### src/rtl/mem_bus_arbiter_pkg.sv
// Shared definitions for the I/D-cache to memory arbiter: bus field positions,
// bus widths, FSM encoding and small packing helpers.
package mem_bus_arbiter_pkg;

    localparam int REQ_W     = 66;
    localparam int RSP_W     = 33;

    localparam int REQ_BIT   = 65;
    localparam int WE_BIT    = 64;
    localparam int ADDR_MSB  = 63;
    localparam int ADDR_LSB  = 32;
    localparam int WDATA_MSB = 31;
    localparam int WDATA_LSB = 0;

    localparam int ACK_BIT   = 32;
    localparam int RDATA_MSB = 31;
    localparam int RDATA_LSB = 0;

    typedef logic [1:0] arb_state_t;

    localparam logic [1:0] ST_IDLE  = 2'd0;
    localparam logic [1:0] ST_GNT_I = 2'd1;
    localparam logic [1:0] ST_GNT_D = 2'd2;

    localparam logic LG_I = 1'b0;
    localparam logic LG_D = 1'b1;

    function automatic logic [REQ_W-1:0] pack_req(input logic        req,
                                                  input logic        we,
                                                  input logic [31:0] addr,
                                                  input logic [31:0] wdata);
        logic [REQ_W-1:0] r;
        r                        = '0;
        r[REQ_BIT]               = req;
        r[WE_BIT]                = we;
        r[ADDR_MSB:ADDR_LSB]     = addr;
        r[WDATA_MSB:WDATA_LSB]   = wdata;
        return r;
    endfunction

    function automatic logic [RSP_W-1:0] pack_rsp(input logic        ack,
                                                  input logic [31:0] rdata);
        logic [RSP_W-1:0] r;
        r                        = '0;
        r[ACK_BIT]               = ack;
        r[RDATA_MSB:RDATA_LSB]   = rdata;
        return r;
    endfunction

endpackage

### src/rtl/mem_bus_arbiter_wdog.sv
// Wait-cycle watchdog: counts granted cycles without an ack and flags the
// terminal count one cycle before TIMEOUT_CYCLES granted cycles have elapsed.
module arb_wdog #(
    parameter int TIMEOUT_CYCLES = 255
) (
    input  logic clk_i,
    input  logic rst_ni,
    input  logic count_en_i,
    output logic tc_o
);

    localparam int CW = $clog2(TIMEOUT_CYCLES + 1);
    localparam logic [CW-1:0] TC_VAL = CW'(TIMEOUT_CYCLES - 1);

    logic [CW-1:0] cnt_q;
    logic [CW-1:0] cnt_d;

    // Any cycle that is not a plain wait (idle, ack, abort, timeout) clears the count.
    always_comb begin
        cnt_d = '0;
        if (count_en_i) begin
            cnt_d = cnt_q + CW'(1);
        end
    end

    always_ff @(posedge clk_i or negedge rst_ni) begin
        if (!rst_ni) begin
            cnt_q <= '0;
        end else begin
            cnt_q <= cnt_d;
        end
    end

    assign tc_o = (cnt_q == TC_VAL);

endmodule

### src/rtl/mem_bus_arbiter.sv
// Two-requester round-robin arbiter sharing one memory port between the
// I-cache and D-cache, with watchdog abort of stalled transactions.
//
// state    | meaning
// ---------+----------------------------------------------------------
// IDLE     | no owner; memory request bus driven to zero
// GNT_I    | I-cache owns the memory port until ack/abort/timeout
// GNT_D    | D-cache owns the memory port until ack/abort/timeout
module mem_bus_arbiter
    import mem_bus_arbiter_pkg::*;
#(
    parameter int TIMEOUT_CYCLES = 255
) (
    input  logic              Clk,
    input  logic              Rst,
    input  logic [REQ_W-1:0]  Icache_bus_in,
    output logic [RSP_W-1:0]  Icache_bus_out,
    input  logic [REQ_W-1:0]  Dcache_bus_in,
    output logic [RSP_W-1:0]  Dcache_bus_out,
    output logic [REQ_W-1:0]  Mem_bus_out,
    input  logic [RSP_W-1:0]  Mem_bus_in,
    output logic              o_grant_i,
    output logic              o_grant_d,
    output logic              o_timeout
);

    arb_state_t        state_q, state_d;
    logic              last_q, last_d;
    logic              count_en;
    logic              tc;
    logic              req_i, req_d, ack;
    logic              g_req;
    logic [REQ_W-1:0]  g_bus;
    logic [RSP_W-1:0]  g_rsp;

    assign req_i = Icache_bus_in[REQ_BIT];
    assign req_d = Dcache_bus_in[REQ_BIT];
    assign ack   = Mem_bus_in[ACK_BIT];

    always_comb begin
        state_d        = state_q;
        last_d         = last_q;
        count_en       = 1'b0;
        o_timeout      = 1'b0;
        g_req          = 1'b0;
        g_bus          = '0;
        g_rsp          = '0;
        Mem_bus_out    = '0;
        Icache_bus_out = '0;
        Dcache_bus_out = '0;

        case (state_q)
            ST_IDLE: begin
                if (req_i && req_d) begin
                    // Tie goes to whoever was not granted last.
                    if (last_q == LG_I) begin
                        state_d = ST_GNT_D;
                        last_d  = LG_D;
                    end else begin
                        state_d = ST_GNT_I;
                        last_d  = LG_I;
                    end
                end else if (req_i) begin
                    state_d = ST_GNT_I;
                    last_d  = LG_I;
                end else if (req_d) begin
                    state_d = ST_GNT_D;
                    last_d  = LG_D;
                end
            end

            ST_GNT_I, ST_GNT_D: begin
                g_req       = (state_q == ST_GNT_D) ? req_d : req_i;
                g_bus       = (state_q == ST_GNT_D) ? Dcache_bus_in : Icache_bus_in;
                Mem_bus_out = g_bus;

                if (!g_req) begin
                    state_d = ST_IDLE;
                end else if (ack) begin
                    g_rsp   = Mem_bus_in;
                    state_d = ST_IDLE;
                end else if (tc) begin
                    g_rsp     = pack_rsp(1'b1, 32'h0);
                    o_timeout = 1'b1;
                    state_d   = ST_IDLE;
                end else begin
                    g_rsp    = Mem_bus_in;
                    count_en = 1'b1;
                end

                if (state_q == ST_GNT_D) begin
                    Dcache_bus_out = g_rsp;
                end else begin
                    Icache_bus_out = g_rsp;
                end
            end

            default: begin
                state_d = ST_IDLE;
            end
        endcase
    end

    always_ff @(posedge Clk or negedge Rst) begin
        if (!Rst) begin
            state_q <= ST_IDLE;
            last_q  <= LG_I;
        end else begin
            state_q <= state_d;
            last_q  <= last_d;
        end
    end

    arb_wdog #(
        .TIMEOUT_CYCLES (TIMEOUT_CYCLES)
    ) u_wdog (
        .clk_i      (Clk),
        .rst_ni     (Rst),
        .count_en_i (count_en),
        .tc_o       (tc)
    );

    assign o_grant_i = (state_q == ST_GNT_I);
    assign o_grant_d = (state_q == ST_GNT_D);

endmodule

### config.mk
export PLATFORM = sky130hd
export DESIGN_NAME = mem_bus_arbiter
export DESIGN_NICKNAME = d
export VERILOG_FILES = /design/src/rtl/mem_bus_arbiter_pkg.sv /design/src/rtl/mem_bus_arbiter_wdog.sv /design/src/rtl/mem_bus_arbiter.sv
export SDC_FILE = /design/constraint.sdc
export NUM_CORES = 1
export LEC_CHECK = 0
export ABC_CLOCK_PERIOD_IN_PS = 2500
export CAP_MARGIN = 20
export CORE_AREA = 2 2 116 118
export CTS_BUF_LIST = sky130_fd_sc_hd__clkbuf_8
export DETAILED_ROUTE_END_ITERATION = 10
export DIE_AREA = 0 0 118 120
export GPL_TIMING_DRIVEN = 0
export PLACE_DENSITY_LB_ADDON = 0.15
export SYNTH_ARGS = -nofsm -noshare
export SYNTH_HDL_FRONTEND = slang
export SYNTH_HIERARCHICAL = 1
export SYNTH_SLANG_ARGS = --single-unit
### constraint.sdc
create_clock -name Clk -period 2.5 [get_ports Clk]
set_input_delay 0.75 -clock Clk [delete_from_list [all_inputs] [get_ports Clk]]
set_output_delay 0.75 -clock Clk [all_outputs]
set_load 0.01 [all_outputs]
# Yosys cells after proc, flatten, opt, wreduce, memory -nomap -nowiden
# Cells that the tools add are included.
word_totals:
  ff_bits: 11
  latchBits: 0
  mem_bits_rw: 0
  romBits: 0
  output_inout_bits: 135
  n_memories: 0
op_classes:
  addsub: 1
  multipliers: 0
  div_mod_pow: 0
  order_cmp: 0
  n_eq_ne: 5
  shift: 0
  n_mux: 31
  bitwise_logic: 0
  reduce_logical: 6
op_table:
  columns: ["operator", "count"]
  rows:
  - ["$mux 33", 7]
  - ["$mux 66", 2]
  - ["$mux 2", 7]
  - ["$mux 1", 13]
  - ["$add 8x1->8 const B", 1]
  - ["$eq 8x8->1 const B", 1]
  - ["$mux 8", 1]
  - ["$ne 4x4->1 const B", 2]
  - ["$pmux 2 s2", 1]
  - ["$reduce_and 2->1", 2]
  - ["$reduce_bool 3->1", 1]
  - ["$eq 2x1->1 const B", 1]
  - ["$eq 2x2->1 const B", 1]
  - ["$logic_not 2->1", 1]
  - ["$reduce_or 2->1", 1]
  - ["$logic_and 1x1->1", 1]

# Logic depth before layout (Yosys ltp)
logic_depth:
  ltp_word: 6
  depth_mapped: 8

# By module
# Netlist, hierarchy kept.
by_module_without_submodules:
  columns: ["module", "instances", "cells_each", "area_each_um2", "seq_area_each_um2"]
  rows:
  - ["mem_bus_arbiter", 1, 249, 1941.9, 75.1]
  - ["arb_wdog", 1, 36, 385.4, 200.2]

# Worst setup path before layout
# OpenSTA, ideal clock, no wires.
synth_timing:
  path_type: "input to output"
  start: "input Icache_bus_in[65]"
  end: "output Icache_bus_out[10]"
  t_arrival_ns: 1.547
  path_slack_ns: 0.203
  path_stages: 4
  path_cell_list: "mux2_4 and4bb_4 buf_6 and2_1"
synth_between:
  elab_chain_len: 4
synth_rtl:
  columns: ["item", "line", "source"]
  rows:
  - ["start, declared", "mem_bus_arbiter.sv:16", "input logic [REQ_W-1:0] Icache_bus_in,"]
  - ["$mux 1", "mem_bus_arbiter.sv:73", "g_req = (state_q == ST_GNT_D) ? req_d : req_i;"]
  - ["$mux 33", "mem_bus_arbiter.sv:77", "if (!g_req) begin"]
  - ["$mux 33", "mem_bus_arbiter.sv:91", "if (state_q == ST_GNT_D) begin"]
  - ["$mux 33", "mem_bus_arbiter.sv:52", "case (state_q)"]
  - ["end, declared", "mem_bus_arbiter.sv:17", "output logic [RSP_W-1:0] Icache_bus_out,"]
# Every way passes these cells.

# Worst setup path in the final report
layout_timing:
  start: "register u_wdog.cnt_q[0]"
  end: "output Icache_bus_out[15]"
layout_between:
  elab_chain_len: 6
layout_rtl:
  columns: ["item", "line", "source"]
  rows:
  - ["start, declared", "mem_bus_arbiter_wdog.sv:15", "logic [CW-1:0] cnt_q;"]
  - ["start signal, assigned", "mem_bus_arbiter_wdog.sv:30", "cnt_q <= cnt_d;"]
  - ["$eq 8x8->1", "mem_bus_arbiter_wdog.sv:34", "assign tc_o = (cnt_q == TC_VAL);"]
  - ["named net tc", "mem_bus_arbiter.sv:30", "logic tc;"]
  - ["$mux 33", "mem_bus_arbiter.sv:82", "end else if (tc) begin"]
  - ["$mux 33", "mem_bus_arbiter.sv:79", "end else if (ack) begin"]
  - ["$mux 33", "mem_bus_arbiter.sv:77", null]
  - ["$mux 33", "mem_bus_arbiter.sv:91", null]
  - ["$mux 33", "mem_bus_arbiter.sv:52", null]
# The timed path passes the listed nets, and every way through them passes these cells.

==> summary by stage <==
Run status
The run finished, with violations left. The checks that failed: setup timing.

Clocking
The cell sitting at the root of the clock tree is a sky130_fd_sc_hd__clkbuf_8. The insertion delay of the later-clocked pin in the worst-skew pair is between 200 and 250 ps. The number of clock sinks is 11. TritonCTS built the clock tree. Clock-pin slew was measured on the worst setup and hold paths at approximately 50 ps. The clock passes through at most 2 buffers. The level count of the clock H-tree is 1. In this run, CTS created clock tree buffers numbering 3.

Synth
In the synthesized netlist the async set-or-reset flop fraction comes to 100%. The sequential element share of the synthesized area is between 10% and 20%. Each instance of the synthesized netlist takes up on average ~8 µm². The mapped netlist covers roughly 0.0023 mm².

The number of warning messages in the yosys log is 6. The cell type with the largest total area after synthesis is sky130_fd_sc_hd__mux2i_1. By instance count, the leading cell after synthesis is sky130_fd_sc_hd__nor2b_1.

Counting every net in the synthesized netlist gives 458. The prevailing post-synth register cell is sky130_fd_sc_hd__dfrtp_1. After synthesis, the largest area contributor takes up between 20% and 30% of total cell area. The count of different cell masters after synthesis is 34.

Counting flops and latches in the post-synthesis netlist gives 11. Synthesis produced a netlist whose cell count is ~290. Sorting the synthesized cells by area gives the leading types as sky130_fd_sc_hd__mux2i_1, sky130_fd_sc_hd__nor2b_1, sky130_fd_sc_hd__dfrtp_1. The count of flip-flops with a built-in enable after synthesis is 0. By count the netlist is led by sky130_fd_sc_hd__nor2b_1, sky130_fd_sc_hd__mux2i_1, sky130_fd_sc_hd__and2_1, sky130_fd_sc_hd__and2_4, sky130_fd_sc_hd__dfrtp_1.

Cells and area
Summing all flip-flop and latch instances after layout gives ~280 µm². The net count of the finished layout is 814. With fillers left out, the area of the finished cells amounts to about 0.0062 mm².

The fraction of final layout cells with drive strength greater than 1 is about 45%. Summing all multi-input logic gate instances after layout gives between 0.002 and 0.0025 mm². The number of antenna diodes in the final layout is 0.

The layout filler cell count is between 1000 and 1500. The core utilization of the finished layout is 48.0%. The layout-stage area growth over the synthesis result is 168%.

Pwr
Per report_power, the clock group accounts for under 10% of the total. IR analysis of the VDD net gives a maximum drop of 0.331 mV. The switching share of total power is between 40% and 50%. Cell internal power was estimated by the tool at 3.40 mW. The logic gate share of total power is just over 90%.

Power spread over the standard cell area amounts to approximately 910 mW/mm². Per report_power, the sequential group accounts for 4.1% of the total. The switching component of the power is roughly 2.3 mW. The static power due to leakage is approximately 2.8 nW.

Worst setup path
The type of the worst setup path is reg2out. The endpoint of the worst-slack reg-to-reg timing path is u_wdog/cnt_q[5]$_DFF_PN0_. The most critical setup path has its startpoint at u_wdog/cnt_q[0]$_DFF_PN0_. The kind of end point of the critical path is a primary output.

The data required time at the worst endpoint is roughly 1800 ps. The startpoint of the most critical register-to-register path is u_wdog/cnt_q[1]$_DFF_PN0_. Walking the worst path, the cells encountered are inv_1, ha_2, nand3_2, nor2_4, nor2b_4, and4bb_4, buf_6, buf_6, and2_4, buf_6. Setup slack on the worst reg-to-reg path comes out at approximately 720 ps. The worst setup path is launched from a register.

The highest net fanout along the worst path is 7. Following the worst setup path forward leads to its endpoint at Icache_bus_out[15]. Among all stages on the critical path, the largest delay is contributed by sky130_fd_sc_hd__dfrtp_1.

The peak per-stage delay on the critical path is about 370 ps. The dominant delay contributor by cell family on the critical path is simple AND/OR/NAND/NOR gates. The most prevalent standard cell on the critical path is sky130_fd_sc_hd__buf_6. The number of buffer and inverter instances along the worst setup path is 4.

The depth of the worst register-to-register path is 7. The number of stages on the worst setup path is 10. At the worst endpoint, the arrival time is between 2000 and 2500 ps.

Timing
The routed design could run at a clock period as short as approximately 2800 ps. The final-report hold violation count is 0. Setup violations remaining at the end of the flow were counted as a little over 100.

The final count of pins violating max slew is 0. The setup TNS is -11110 ps. Setup repair after global routing could not meet its margin everywhere.

At the pin with the least slew margin, the transition time is roughly 500 ps. Once routing completed, OpenROAD measured the worst setup slack at -267 ps. For this run, the top clock speed supported by timing is 361 MHz. The largest clock skew in the final design is between 0.3 and 0.4 ps. Of the available clock period, the critical path in the final layout requires 111%.

The relative slew slack is roughly two thirds.

Global routing
The layer with the highest usage is met2. Entering global routing, the biggest net connects 12 pins. The initial antenna violation count is 0. In the global route stage, met2 resource usage came out at 33.0%. The global routing met3 resource utilization is ~4%.

The via count of the first global-routing pass came to 3423. The global-route usage over all layers is 17.0%. The first global-routing pass estimated 19500 µm of wire. Summed over all layers, the global routing overflow is 0. The met1 track demand over resource is between 10% and 20%.

Routing
Across all layers, the routed design uses between 3000 and 4000 vias. Dividing the detail-routed via count by the number of cells gives around 4. Summed over all layers, the routed wires come to 12900 µm. After detailed routing, the average wire length per cell comes to 15.8 µm.

The count of nets left with antenna violations once routing finished came out at 0. The DRC violation count after routing is 0. Before antenna repair, the detailed router went through 4 iterations.

The DRC marker count from the first detailed-route iteration is between 70 and 80.

Floorplanning
After floorplanning, the core was sized to cover approximately 0.013 mm². The starting density of the core is around 18%. The floorplan die width is ~120 µm. After floorplanning, the core was divided into 42 placement rows.

Pin placement for this block handled between 300 and 400 I/O pins. The floorplan step defined a die boundary enclosing between 0.01 and 0.015 mm². The die is 120 µm tall.

Worst hold path
Counting instances, the worst hold path has a depth of 1. The min-delay analysis places its worst path in the category reg2reg.

Placed design
At the end of routability-driven placement, the weighted congestion stood at roughly 0.8. Summing all placed instances gives a cell area of between 0.005 and 0.006 mm². Once detailed placement completed, the half-perimeter wirelength came to 9970 µm.

During placement, the flow inserted port buffers numbering 301.

Flow run
Max-cap violations in this run came to 0.
==> kinds of logic after synthesis <==
logic type                 count (synthesis)  share of synthesized area, %
muxes                                     66                          28.6
buffers and inverters                     26                          6.51
DFF                                       11                          11.8
AOI/OAI and AO/OA                         13                          3.39
adders and majority gates                  6                          3.23
xor gates and xnor gates                   3                          1.13
and+or+nand+nor                          160                          45.3
==> per-stage QoR <==
step	instances	setup slack, ps	total power [mW]	hold slack [ps]
after global placement	762	-1110	4.79	488
final	816	-267	5.69	521
after detailed placement	762	-1090	4.82	497
after CTS	806	-279	5.65	514
after global routing	816	-349	6.06	546
after floorplan	285	203	2.49	454
==> worst min-delay path by stage <==
stage                                   start                         to
floorplan                                 Rst         last_q$_DFFE_PN0P_
global placement    u_wdog/cnt_q[0]$_DFF_PN0_  u_wdog/cnt_q[0]$_DFF_PN0_
detailed placement  u_wdog/cnt_q[0]$_DFF_PN0_  u_wdog/cnt_q[0]$_DFF_PN0_
CTS                        last_q$_DFFE_PN0P_         last_q$_DFFE_PN0P_
global route               last_q$_DFFE_PN0P_         last_q$_DFFE_PN0P_
finish                     last_q$_DFFE_PN0P_         last_q$_DFFE_PN0P_
==> registers in the layout (all words and copies together) (netlist names) <==
signal,cells
state_q,2
u_wdog/cnt_q,8
last_q,1
==> layout make-up <==
| class | count | area share [%] |
|---|---|---|
| well taps | 176 | 3.53 |
| plain buffers | 16 | 3.61 |
| inverters | 5 | 0.301 |
| clock inverters | 1 | 0.0602 |
| clock buffers | 3 | 0.663 |
| multi-input cells | 248 | 33.5 |
| repair buffers | 356 | 53.9 |
| flip-flops and latches | 11 | 4.42 |
==> layer usage <==
metal | share of wire (%) | wire (µm)
met3 | 7.0 | 904
met1 | 37 | 4800
met4 | 1.2 | 150
met2 | 55 | 7050
met5 | 0 | 0
==> timing repair <==
item	4_1_cts	5_1_grt
pin swaps	39	11
setup endpoints to repair	133	131
buffers inserted	34	16
gates resized for setup	683	72
hold buffers	0	0
cloned	8	1
==> cells in the final DEF, fill, tap and decap left out, drive strengths merged, types with 4 or more instances in the layout <==
master and count:
buf 192, clkdlybuf4s50 164, nor2b 69, and2 68
mux2i 65, clkbuf 16, dfrtp 11, nand3 6
inv 6, ha 6, o21ai 4, nand2 4
==> power by group through the flow <==
stage / Clock [mW] / Combinational, mW / Sequential (mW)
4_1_cts: 0.179 / 5.24 / 0.232
2_1_floorplan: 0 / 2.26 / 0.231
3_5_place_dp: 0 / 4.58 / 0.238
3_3_place_gp: 0 / 4.56 / 0.234
5_1_grt: 0.184 / 5.64 / 0.237
6_report: 0.171 / 5.28 / 0.235
No activity file was read; power rests on OpenSTA's default activity.
